--- config.mk ---
export PLATFORM = sky130hd
export DESIGN_NAME = accum_frame_array_flat
export DESIGN_NICKNAME = d
export VERILOG_FILES = /design/src/rtl/accum_frame_array_if.sv /design/src/rtl/accum_frame_array.sv /design/src/flat_wrapper.sv
export SDC_FILE = /design/constraint.sdc
export NUM_CORES = 1
export LEC_CHECK = 0
export BUFFER_PORTS_ARGS = -buffer_cell sky130_fd_sc_hd__buf_2
export CAP_MARGIN = 10
export CELL_PAD_IN_SITES_DETAIL_PLACEMENT = 1
export CELL_PAD_IN_SITES_GLOBAL_PLACEMENT = 1
export CORE_MARGIN = 4
export CORE_UTILIZATION = 30
export CTS_CLUSTER_DIAMETER = 40
export CTS_CLUSTER_SIZE = 30
export DETAILED_ROUTE_END_ITERATION = 10
export GPL_TIMING_DRIVEN = 0
export PLACE_DENSITY_LB_ADDON = 0.1
export SYNTH_ARGS = -nofsm -noshare
export SYNTH_HDL_FRONTEND = slang
export SYNTH_SLANG_ARGS = --single-unit
--- constraint.sdc ---
create_clock -name clk -period 8.8 [get_ports clk]
set_input_delay 0.44 -clock clk [delete_from_list [all_inputs] [get_ports clk]]
set_output_delay 0.44 -clock clk [all_outputs]
set_load 0.03 [all_outputs]
--- src/rtl/accum_frame_array_if.sv ---
// Sample-in / frame-result-out handshake bundle for accum_frame_array.
// master = producer/consumer side, slave = the accumulator block.
interface accum_frame_array_if #(
    parameter int IN_W     = 8,
    parameter int ACC_W    = 16,
    parameter int CHANNELS = 4
) ();
    localparam int CH_W = $clog2(CHANNELS);

    logic             in_valid;
    logic             in_ready;
    logic [CH_W-1:0]  in_ch;
    logic             in_sub;
    logic [IN_W-1:0]  in_data;
    logic             out_valid;
    logic             out_ready;
    logic [CH_W-1:0]  out_ch;
    logic [ACC_W-1:0] out_data;
    logic             out_ovf;

    modport master (
        output in_valid, in_ch, in_sub, in_data, out_ready,
        input  in_ready, out_valid, out_ch, out_data, out_ovf
    );

    modport slave (
        input  in_valid, in_ch, in_sub, in_data, out_ready,
        output in_ready, out_valid, out_ch, out_data, out_ovf
    );
endinterface

--- src/rtl/accum_frame_array.sv ---
// Multi-channel add/subtract frame accumulator: emits one sum per channel every FRAME_LEN samples.
// Define ACCUM_FRAME_SAT_EN to clamp on overflow/underflow instead of wrapping.
module accum_frame_array #(
    parameter int IN_W      = 8,
    parameter int ACC_W     = 16,
    parameter int CHANNELS  = 4,
    parameter int FRAME_LEN = 16
) (
    input  logic                clk,
    input  logic                rst,
    input  logic                clr,
    accum_frame_array_if.slave  bus
);
    localparam int CH_W  = $clog2(CHANNELS);
    localparam int CNT_W = (FRAME_LEN > 1) ? $clog2(FRAME_LEN) : 1;
    localparam logic [CNT_W-1:0] CNT_LAST = CNT_W'(FRAME_LEN - 1);

    logic [ACC_W-1:0]    acc_reg [CHANNELS];
    logic [CNT_W-1:0]    cnt_reg [CHANNELS];
    logic [CHANNELS-1:0] ovf_reg;

    logic                out_valid_reg;
    logic [CH_W-1:0]     out_ch_reg;
    logic [ACC_W-1:0]    out_data_reg;
    logic                out_ovf_reg;

    logic                ch_ok;
    logic [CH_W-1:0]     ch_idx;
    logic                accept;
    logic                hit;
    logic                frame_done;
    logic [ACC_W:0]      operand;
    logic [ACC_W:0]      sum_ext;
    logic                carry;
    logic [ACC_W-1:0]    acc_next;
    logic [CHANNELS-1:0] ch_hit;

    // Out-of-range channel numbers only exist when CHANNELS is not a power of two.
    generate
        if (CHANNELS == (1 << CH_W)) begin : g_full_range
            assign ch_ok = 1'b1;
        end else begin : g_part_range
            assign ch_ok = (int'(bus.in_ch) < CHANNELS);
        end
    endgenerate

    assign ch_idx       = ch_ok ? bus.in_ch : '0;
    assign bus.in_ready = !rst && !clr && (!out_valid_reg || bus.out_ready);
    assign accept       = bus.in_valid && bus.in_ready;
    assign hit          = accept && ch_ok;
    assign frame_done   = hit && (cnt_reg[ch_idx] == CNT_LAST);

    // One extra bit catches both the add carry and the subtract borrow.
    assign operand = {{(ACC_W + 1 - IN_W){1'b0}}, bus.in_data};
    assign sum_ext = bus.in_sub ? ({1'b0, acc_reg[ch_idx]} - operand)
                                : ({1'b0, acc_reg[ch_idx]} + operand);
    assign carry   = sum_ext[ACC_W];

    always_comb begin
        acc_next = sum_ext[ACC_W-1:0];
`ifdef ACCUM_FRAME_SAT_EN
        if (carry) begin
            acc_next = bus.in_sub ? '0 : '1;
        end
`endif
    end

    generate
        for (genvar gi = 0; gi < CHANNELS; gi++) begin : g_ch
            assign ch_hit[gi] = hit && (ch_idx == CH_W'(gi));
        end
    endgenerate

    always_ff @(posedge clk) begin
        if (rst || clr) begin
            for (int i = 0; i < CHANNELS; i++) begin
                acc_reg[i] <= '0;
                cnt_reg[i] <= '0;
            end
            ovf_reg <= '0;
        end else begin
            for (int i = 0; i < CHANNELS; i++) begin
                if (ch_hit[i]) begin
                    if (frame_done) begin
                        acc_reg[i] <= '0;
                        cnt_reg[i] <= '0;
                        ovf_reg[i] <= 1'b0;
                    end else begin
                        acc_reg[i] <= acc_next;
                        cnt_reg[i] <= cnt_reg[i] + CNT_W'(1);
                        ovf_reg[i] <= ovf_reg[i] | carry;
                    end
                end
            end
        end
    end

    // A completing frame can only be accepted when the slot is free or being drained,
    // so loading here never overwrites an unconsumed result.
    always_ff @(posedge clk) begin
        if (rst) begin
            out_valid_reg <= 1'b0;
            out_ch_reg    <= '0;
            out_data_reg  <= '0;
            out_ovf_reg   <= 1'b0;
        end else if (frame_done) begin
            out_valid_reg <= 1'b1;
            out_ch_reg    <= bus.in_ch;
            out_data_reg  <= acc_next;
            out_ovf_reg   <= ovf_reg[ch_idx] | carry;
        end else if (out_valid_reg && bus.out_ready) begin
            out_valid_reg <= 1'b0;
        end
    end

    assign bus.out_valid = out_valid_reg;
    assign bus.out_ch    = out_ch_reg;
    assign bus.out_data  = out_data_reg;
    assign bus.out_ovf   = out_ovf_reg;
endmodule
--- src/flat_wrapper.sv ---
// flat-port wrapper written by rule: the top's interface ports become plain ports
module accum_frame_array_flat 
#(
    parameter int IN_W      = 8,
    parameter int ACC_W     = 16,
    parameter int CHANNELS  = 4,
    parameter int FRAME_LEN = 16
)
  (clk, rst, clr, bus_in_valid, bus_in_ch, bus_in_sub, bus_in_data, bus_out_ready, bus_in_ready, bus_out_valid, bus_out_ch, bus_out_data, bus_out_ovf);
  accum_frame_array_if #(.IN_W(IN_W), .ACC_W(ACC_W), .CHANNELS(CHANNELS)) bus_i ();
  input  logic clk;
  input  logic rst;
  input  logic clr;
  input wire logic [$bits(bus_i.in_valid)-1:0] bus_in_valid;
  input wire logic [$bits(bus_i.in_ch)-1:0] bus_in_ch;
  input wire logic [$bits(bus_i.in_sub)-1:0] bus_in_sub;
  input wire logic [$bits(bus_i.in_data)-1:0] bus_in_data;
  input wire logic [$bits(bus_i.out_ready)-1:0] bus_out_ready;
  output wire logic [$bits(bus_i.in_ready)-1:0] bus_in_ready;
  output wire logic [$bits(bus_i.out_valid)-1:0] bus_out_valid;
  output wire logic [$bits(bus_i.out_ch)-1:0] bus_out_ch;
  output wire logic [$bits(bus_i.out_data)-1:0] bus_out_data;
  output wire logic [$bits(bus_i.out_ovf)-1:0] bus_out_ovf;
  assign bus_i.in_valid = bus_in_valid;
  assign bus_i.in_ch = bus_in_ch;
  assign bus_i.in_sub = bus_in_sub;
  assign bus_i.in_data = bus_in_data;
  assign bus_i.out_ready = bus_out_ready;
  assign bus_in_ready = bus_i.in_ready;
  assign bus_out_valid = bus_i.out_valid;
  assign bus_out_ch = bus_i.out_ch;
  assign bus_out_data = bus_i.out_data;
  assign bus_out_ovf = bus_i.out_ovf;
  accum_frame_array #(.IN_W(IN_W), .ACC_W(ACC_W), .CHANNELS(CHANNELS), .FRAME_LEN(FRAME_LEN)) u_core (.clk(clk), .rst(rst), .clr(clr), .bus(bus_i));
endmodule
==> results of run 1 <==
worst max-delay path: cells and delay by family:
family                   cells  cell delay (ns)
adder cells (fa/ha/maj)      1             0.39
multiplexers                 1             0.43
XOR/XNOR                     1             0.33
AND/OR/NAND/NOR              2             0.38
AO/OA/AOI/OAI                4             0.96
buffers and inverters        3             1.50
worst paths after layout:
| check | from | endpoint | slack (ns) |
|---|---|---|---|
| worst max register to register | u_core.acc_reg[0][3] | u_core.acc_reg[1][11] | 5.62 |
| worst min-delay path | clr | u_core.ovf_reg[2] | 0.28 |
| worst max-delay path | bus_in_ch[1] | u_core.acc_reg[1][11] | 4.43 |
| worst min register to register | u_core.bus.out_ch[1] | u_core.bus.out_ch[1] | 0.47 |
cells by family after synthesis:
kind of cell,count (synthesis)
compound gates,77
xor+xnor,23
fa+ha+maj,23
buf+inv,33
flops,104
mux,20
simple gates,196
area by class of cell:
| cell class | count | area (um2) |
|---|---|---|
| clock inverter | 5 | 33.8 |
| fill | 1948 | 11300 |
| buffer | 22 | 115 |
| clock buffer | 11 | 243 |
| multi-input combinational | 339 | 2370 |
| tap | 225 | 282 |
| sequential | 104 | 2880 |
| timing repair buffer | 37 | 215 |
| inverter | 11 | 41.3 |
per-stage QoR:
step	utilization	worst slack, ns
2_1_floorplan	-	5.27
3_3_place_gp	0.334	4.07
3_5_place_dp	0.337	4.01
4_1_cts	0.353	4.37
5_1_grt	0.354	4.14
6_report	0.354	4.43
power breakdown:
part | total [mW] | internal, mW | switching, mW
clock network | 0.379 | 0.200 | 0.180
logic | 0.207 | 0.0706 | 0.136
registers | 0.556 | 0.549 | 0.00695
total | 1.14 | 0.819 | 0.323
synth_stat cells (4+ instances only):
library cell,n,share of area
nand3b_1,7,0.0097
inv_1,11,0.0077
nand2b_1,6,0.0070
a21o_1,6,0.0084
nand3_1,13,0.012
o21ai_0,10,0.0093
nor3_1,10,0.0093
and3_1,4,0.0046
o21ai_1,4,0.0037
mux4_2,17,0.071
clkbuf_1,9,0.0063
edfxtp_1,80,0.45
nand2_1,27,0.019
nor2_1,101,0.070
o21a_1,4,0.0056
ha_1,22,0.051
buf_2,7,0.0065
a21oi_1,28,0.026
xnor2_1,15,0.024
xor2_1,7,0.011
dfxtp_1,24,0.089
routing by layer:
| layer | GRT usage | vias to the layer above | part of all wire | wire length, um |
|---|---|---|---|---|
| li1 | - | 1826 | - | - |
| met1 | 0.202 | 1970 | 0.47 | 7110 |
| met2 | 0.265 | 68 | 0.49 | 7380 |
| met3 | 0.0178 | 20 | 0.028 | 432 |
| met4 | 0.0525 | 0 | 0.018 | 272 |
| met5 | 0 | - | 0 | 0 |
==> results.md, run 1 <==
- Status: complete, no violations
- Slew margin rel.: 0.255
- Adder-cell share of the synthesized area: 0.0548
- Antenna violations before repair: 0
- Worst Tran Pin Value: 1.11 ns
- Commonest non-fill, non-tap cells in the layout: nor2_1 (101), edfxtp_1 (80), buf_2 (41), a21oi_1 (28), nand2_1 (27)
- Critical path, cell by cell: buf_2 > clkbuf_1 > clkbuf_1 > mux4_2 > ha_1 > a21o_1 > a21oi_1 > a21oi_1 > or2_1 > a21oi_1 > xor2_1 > nor2_1
- Largest net degree at the start of global routing: 22
- Area of placed instances: 5890 um2
- Post-synthesis sequential area ratio: 0.535
- Final instance area: 6180 um2
- Clock Sinks: 104
- Share of layout cells above drive strength 1: 0.195
- Synth warn: 0
- Simple-Gate Fraction of Synth Area: 0.174
- Initial core utilization: 0.309
- Post-layout min period: 4.37 ns
- Die Height: 142 um
- Crit path kind: primary input to register
- RePlAce Congestion: 0.776
- Final Hold Fails: 0
- Cells after Synth: 476
- Main synth FF type: edfxtp_1
- Worst path slowest cell: clkbuf_1
- Die width: 142 um
- I/O pins: 37
- Final non-filler cell total: 754
- DR DRC count: 0
- Core Region: 17500 um2
- Setup_tns: 0 ns
- Max-Cap Viols: 0
- Final Slew Violations: 0
- Vias per cell: 5.15
- Inst Count DP: 737
- Post-Synth XOR/XNOR Area: 0.0387
- Antenna diodes: 0
- Worst skew pair latency: 0.35 ns
- Async S/R FF share, synth: 0
- Mapped Area: 5390 um2
- CP endpoint kind: register
- CTS Hold Buffers Added: 0
- Synth Register Bits: 104
- Synthesized Nets: 515
- Unrepaired setup endpoints after global routing: false
- Hold_ws: 0.282 ns
- Data arrival, critical path: 4.44 ns
- Most frequent CP cell: a21oi_1
- Synth Area in Compound Gates: 0.0919
- Post-route ant nets: 0
- R2R depth: 9
- Min-Delay Path Depth: 2
- Avg WL per Cell: 20.1 um
- Setup Skew: 0.00911 ns
- Mux share of post-synthesis cell area: 0.0768
- Tot Pwr: 1.14 mW
- Pwr/cell area: 185 nW/um2
- Max reg flops: 64
- All-layer global routing usage: 0.154
- Clock Path Buffers: 2
- GRT overflow: 0
- Max Freq: 229 MHz
- Die ar.: 20200 um2
- Largest family of logic cells by synthesized area: simple AND/OR/NAND/NOR gates
- Port Buffers: 34
- WP data required: 8.88 ns
- CP Max Fanout: 10
- Vias in the first global route: 4208
- Clock Pin Slew Worst Setup and Hold Paths: 0.07 ns
- Drt total wl: 15.2 mm
- First-pass GRT wire length: 23.8 mm
- HP Class: primary input to register
- Setup-failing EPs final: 0
- Worst IR Drop VDD: 0.0831 mV
- Synth cell types: 61
- CTS Buf Count: 9
- Post-DP HPWL: 11.2 mm
- Slowest stage delay, CP: 0.67 ns
- Cts repair resizes: 0
- P_leak: 2.41 nW
- Fin crit share: 0.496
- Syn_area_per_cell: 11.3 um2
- Area Overhead vs Synth: 14.7%
- Post-synth EDFFs: 80
- CTS tree: yes
- # rows: 48
- Post-CTS Setup Inserts: 0
- Critical Path Start Type: primary input
- Clock root cell: clkbuf_16
- Via count: 3884
- Commonest non-fill, non-tap cell in the layout: nor2_1
- Layout Nets: 563
- Starting DRT DRC Count: 174
- # H-tree levels: 3
- Drt first pass iters: 4
Note: power is estimated with default switching activity, not from simulation.
==> inputs of run 2 (changes only) <==
--- a/config.mk
+++ b/config.mk
@@ -5,6 +5,7 @@
 export SDC_FILE = /design/constraint.sdc
 export NUM_CORES = 1
 export LEC_CHECK = 0
+export ABC_AREA = 1
 export BUFFER_PORTS_ARGS = -buffer_cell sky130_fd_sc_hd__buf_2
 export CAP_MARGIN = 10
 export CELL_PAD_IN_SITES_DETAIL_PLACEMENT = 1
==> constraint.sdc (replaced) <==
create_clock -name clk -period 4.2 [get_ports clk]
set_input_delay 0.21 -clock clk [delete_from_list [all_inputs] [get_ports clk]]
set_output_delay 0.21 -clock clk [all_outputs]
set_load 0.03 [all_outputs]
==> run 2 against run 1 <==
  * Power up 120%
  * Highest routed layer unchanged
  * Via count up 18%
  * Core utilization up 0.14 points
==> results.md, run 2 <==
- Synth Area in Compound Gates: 0.0727 (-0.0192)
- Synth top cells by count: nand2_1 (180), nor2_1 (130), inv_1 (84)
- Post-Synth XOR/XNOR Area: 0.0315 (-0.00724)
- Share of layout cells above drive strength 1: 0.103 (-0.0913)
- Layout Nets: 759 (+35%)
- Setup_tns: 0 ns (unchanged)
- Slew margin rel.: 0.262 (+0.00678)
- Clock Sinks: 104 (unchanged)
- Worst IR Drop VDD: 0.208 mV (+150%)
- Vias in the first global route: 4865 (+16%)
- Mapped Area: 5560 um2 (+3.1%)
- CTS Hold Buffers Added: 0 (unchanged)
- Post-route ant nets: 0 (unchanged)
- CTS Buf Count: 9 (unchanged)
- RePlAce Congestion: 0.815 (+5.1%)
- First-pass GRT wire length: 26.7 mm (+12%)
- Area of placed instances: 6120 um2 (+3.9%)
- Vias per cell: 4.80 (-6.9%)
- Starting DRT DRC Count: 169 (-2.9%)
- Clock Pin Slew Worst Setup and Hold Paths: 0.07 ns (about the same)
- Antenna diodes: 0 (unchanged)
- Largest family of logic cells by synthesized area: simple AND/OR/NAND/NOR gates
- CP endpoint kind: register
- Pre-CTS setup slack: 0.508 ns (-3.50 ns)
- Max-Cap Viols: 0 (unchanged)
- Port Buffers: 36 (+5.9%)
- DR DRC count: 0 (unchanged)
- Drt first pass iters: 4 (unchanged)
- HP Class: primary input to register
- Commonest non-fill, non-tap cell in the layout: nand2_1
- Main synth FF type: edfxtp_1
- GRT overflow: 0 (unchanged)
- # H-tree levels: 3 (unchanged)
- Status: complete, no violations
- Async S/R FF share, synth: 0 (unchanged)
- P_leak: 3.05 nW (+26%)
- Syn_area_per_cell: 8.30 um2 (-27%)
- Synth cell types: 30 (-51%)
- Area Overhead vs Synth: 15.6%
- All-layer global routing usage: 0.170 (+0.0162)
- Synth top area share: 0.432 (-0.0133)
- Core Region: 18100 um2 (+3.5%)
- Setup ws final: 0.935 ns (-3.50 ns)
- Avg WL per Cell: 17.9 um (-11%)
- Unrepaired setup endpoints after global routing: false
- Post-synthesis sequential area ratio: 0.519 (-0.0160)
- WP data required: 4.28 ns (-4.60 ns)
- Mux share of post-synthesis cell area: 0 (-0.0768)
- Final Slew Violations: 0 (unchanged)
- Max reg flops: 64 (unchanged)
- Crit path kind: primary input to register
- Final Hold Fails: 0 (unchanged)
- Cts repair resizes: 0 (unchanged)
- Synth area leaders: edfxtp_1 (43%), nand2_1 (12%), nor2_1 (8.8%)
- Cells after Synth: 670 (+41%)
- Critical R2R Launch: u_core.acc_reg[0][1]
- Commonest non-fill, non-tap cells in the layout: nand2_1 (180), nor2_1 (130), inv_1 (84), edfxtp_1 (80), buf_2 (47)
- Setup Skew: 0.0102 ns (+0.00110 ns)
- Worst skew pair latency: 0.36 ns (about the same)
- Worst Tran Pin Value: 1.10 ns (-0.0101 ns)
- Clock Path Buffers: 2 (unchanged)
- Synthesized Nets: 709 (+38%)
- CP Max Fanout: 10 (unchanged)
- Die Height: 144 um (+1.4%)
- Die ar.: 20800 um2 (+2.9%)
- Reg-to-reg endpoint: u_core.acc_reg[0][7]
- Post-layout min period: 3.26 ns
- Filler Cells Inserted: 2182 (+12%)
- Die width: 144 um (+1.4%)
- R2R setup slack: 1.29 ns (-4.33 ns)
- Simple-Gate Fraction of Synth Area: 0.249 (+0.0745)
- # rows: 49 (+2.1%)
- Post-DP HPWL: 13.0 mm (+16%)
- I/O pins: 37 (unchanged)
- Fin crit share: 0.777
- CTS tree: yes
- Pwr/cell area: 388 nW/um2 (+110%)
- Min-Delay Path Depth: 2 (unchanged)
- Inst Count DP: 938 (+27%)
- Synth warn: 0 (unchanged)
- Area leader, netlist: edfxtp_1
- Via count: 4575 (+18%)
- Largest net degree at the start of global routing: 21 (-4.5%)
- Hold Startpoint: rst
- Clock root cell: clkbuf_16
- Post-CTS Setup Inserts: 0 (unchanged)
- Data arrival, critical path: 3.35 ns (-1.09 ns)
- Hold_ws: 0.0693 ns (-0.213 ns)
- Max Freq: 306 MHz
- Antenna violations before repair: 0 (unchanged)
- Final non-filler cell total: 954 (+27%)
- Critical Path Start Type: primary input
- Adder-cell share of the synthesized area: 0.0531 (-0.00164)
- Synth Register Bits: 104 (unchanged)
- Post-synth EDFFs: 80 (unchanged)
- Initial core utilization: 0.307 (-0.00119)
- Most frequent cell after synthesis: nand2_1
- R2R depth: 10 (+1)
- Final instance area: 6420 um2 (+3.9%)
- Drt total wl: 17.1 mm (+12%)
- Setup-failing EPs final: 0 (unchanged)
- WHS Endpoint: u_core.bus.out_data[8]
## run 2: cell count changes in the layout (fill, tap and decap cells not counted), sizes merged, moves of 7 or more
| cell | delta |
|---|---|
| a22oi | +15 |
| nor3 | -8 |
| clkbuf | -7 |
| nand2 | +151 |
| mux4 | -17 |
| nand3 | +19 |
| inv | +77 |
| nor2 | +27 |
## run 2: worst max path at each step
stage | startpoint | slack [ns] | endpoint
2_1_floorplan | u_core.bus.out_valid | 0.97 | u_core.acc_reg[0][0]
3_3_place_gp | bus_in_ch[1] | 0.004 | u_core.acc_reg[0][3]
3_5_place_dp | bus_in_ch[0] | 0.51 | u_core.acc_reg[1][6]
4_1_cts | bus_in_ch[0] | 0.86 | u_core.acc_reg[1][6]
5_1_grt | bus_in_ch[0] | 0.67 | u_core.acc_reg[1][6]
6_report | bus_in_ch[0] | 0.94 | u_core.acc_reg[1][6]
## run 2: metrics by stage
step	total power, mW	util
after detailed placement	1.65	0.338
after floorplan	1.46	-
after global routing	2.62	0.355
after global placement	1.63	0.333
after CTS	2.52	0.355
final	2.49	0.355
## run 2: layer usage
layer,part of all wire,global-route usage,vias to the layer above
met4,0.012,0.0436,0
met2,0.50,0.302,58
met5,0,0,-
met3,0.020,0.0179,12
met1,0.47,0.222,2247
li1,-,-,2258
## run 2: logic make-up (layout without fill, tap and decap cells)
family | count (synthesis) | in the layout
AOI/OAI and AO/OA | 66 | 66
xor gates and xnor gates | 20 | 20
adders and majority gates | 23 | 23
buffers and inverters | 105 | 160
DFF | 104 | 104
and+or+nand+nor | 352 | 352
## run 2: critical path: stages
cell and delay [ns]:
buf_2 0.15, nand2_1 0.23, clkinv_1 0.36, clkbuf_1 0.39, a22oi_1 0.25, nand2_1 0.11, ha_1 0.34, or2_2 0.30
nand2_1 0.10, o21ai_0 0.18, xnor2_1 0.63, nor2_1 0.10
## run 2: report_power, final
part           switching (mW)  total, mW  internal, mW
logic                   0.327      0.451         0.124
registers              0.0174       1.17          1.15
clock network           0.406      0.876         0.470
## run 2: area by class of cell
cell class                      instances  area [um2]  area share
Timing Repair Buffer                   39         263      0.0409
Multi-Input combinational cell        461        2270       0.353
Sequential cell                       104        2880       0.449
Buffer                                 18        92.6      0.0144
Tap cell                              229         287      0.0446
Clock buffer                            9         225      0.0351
Inverter                               87         327      0.0508
Clock inverter                          7        78.8      0.0123
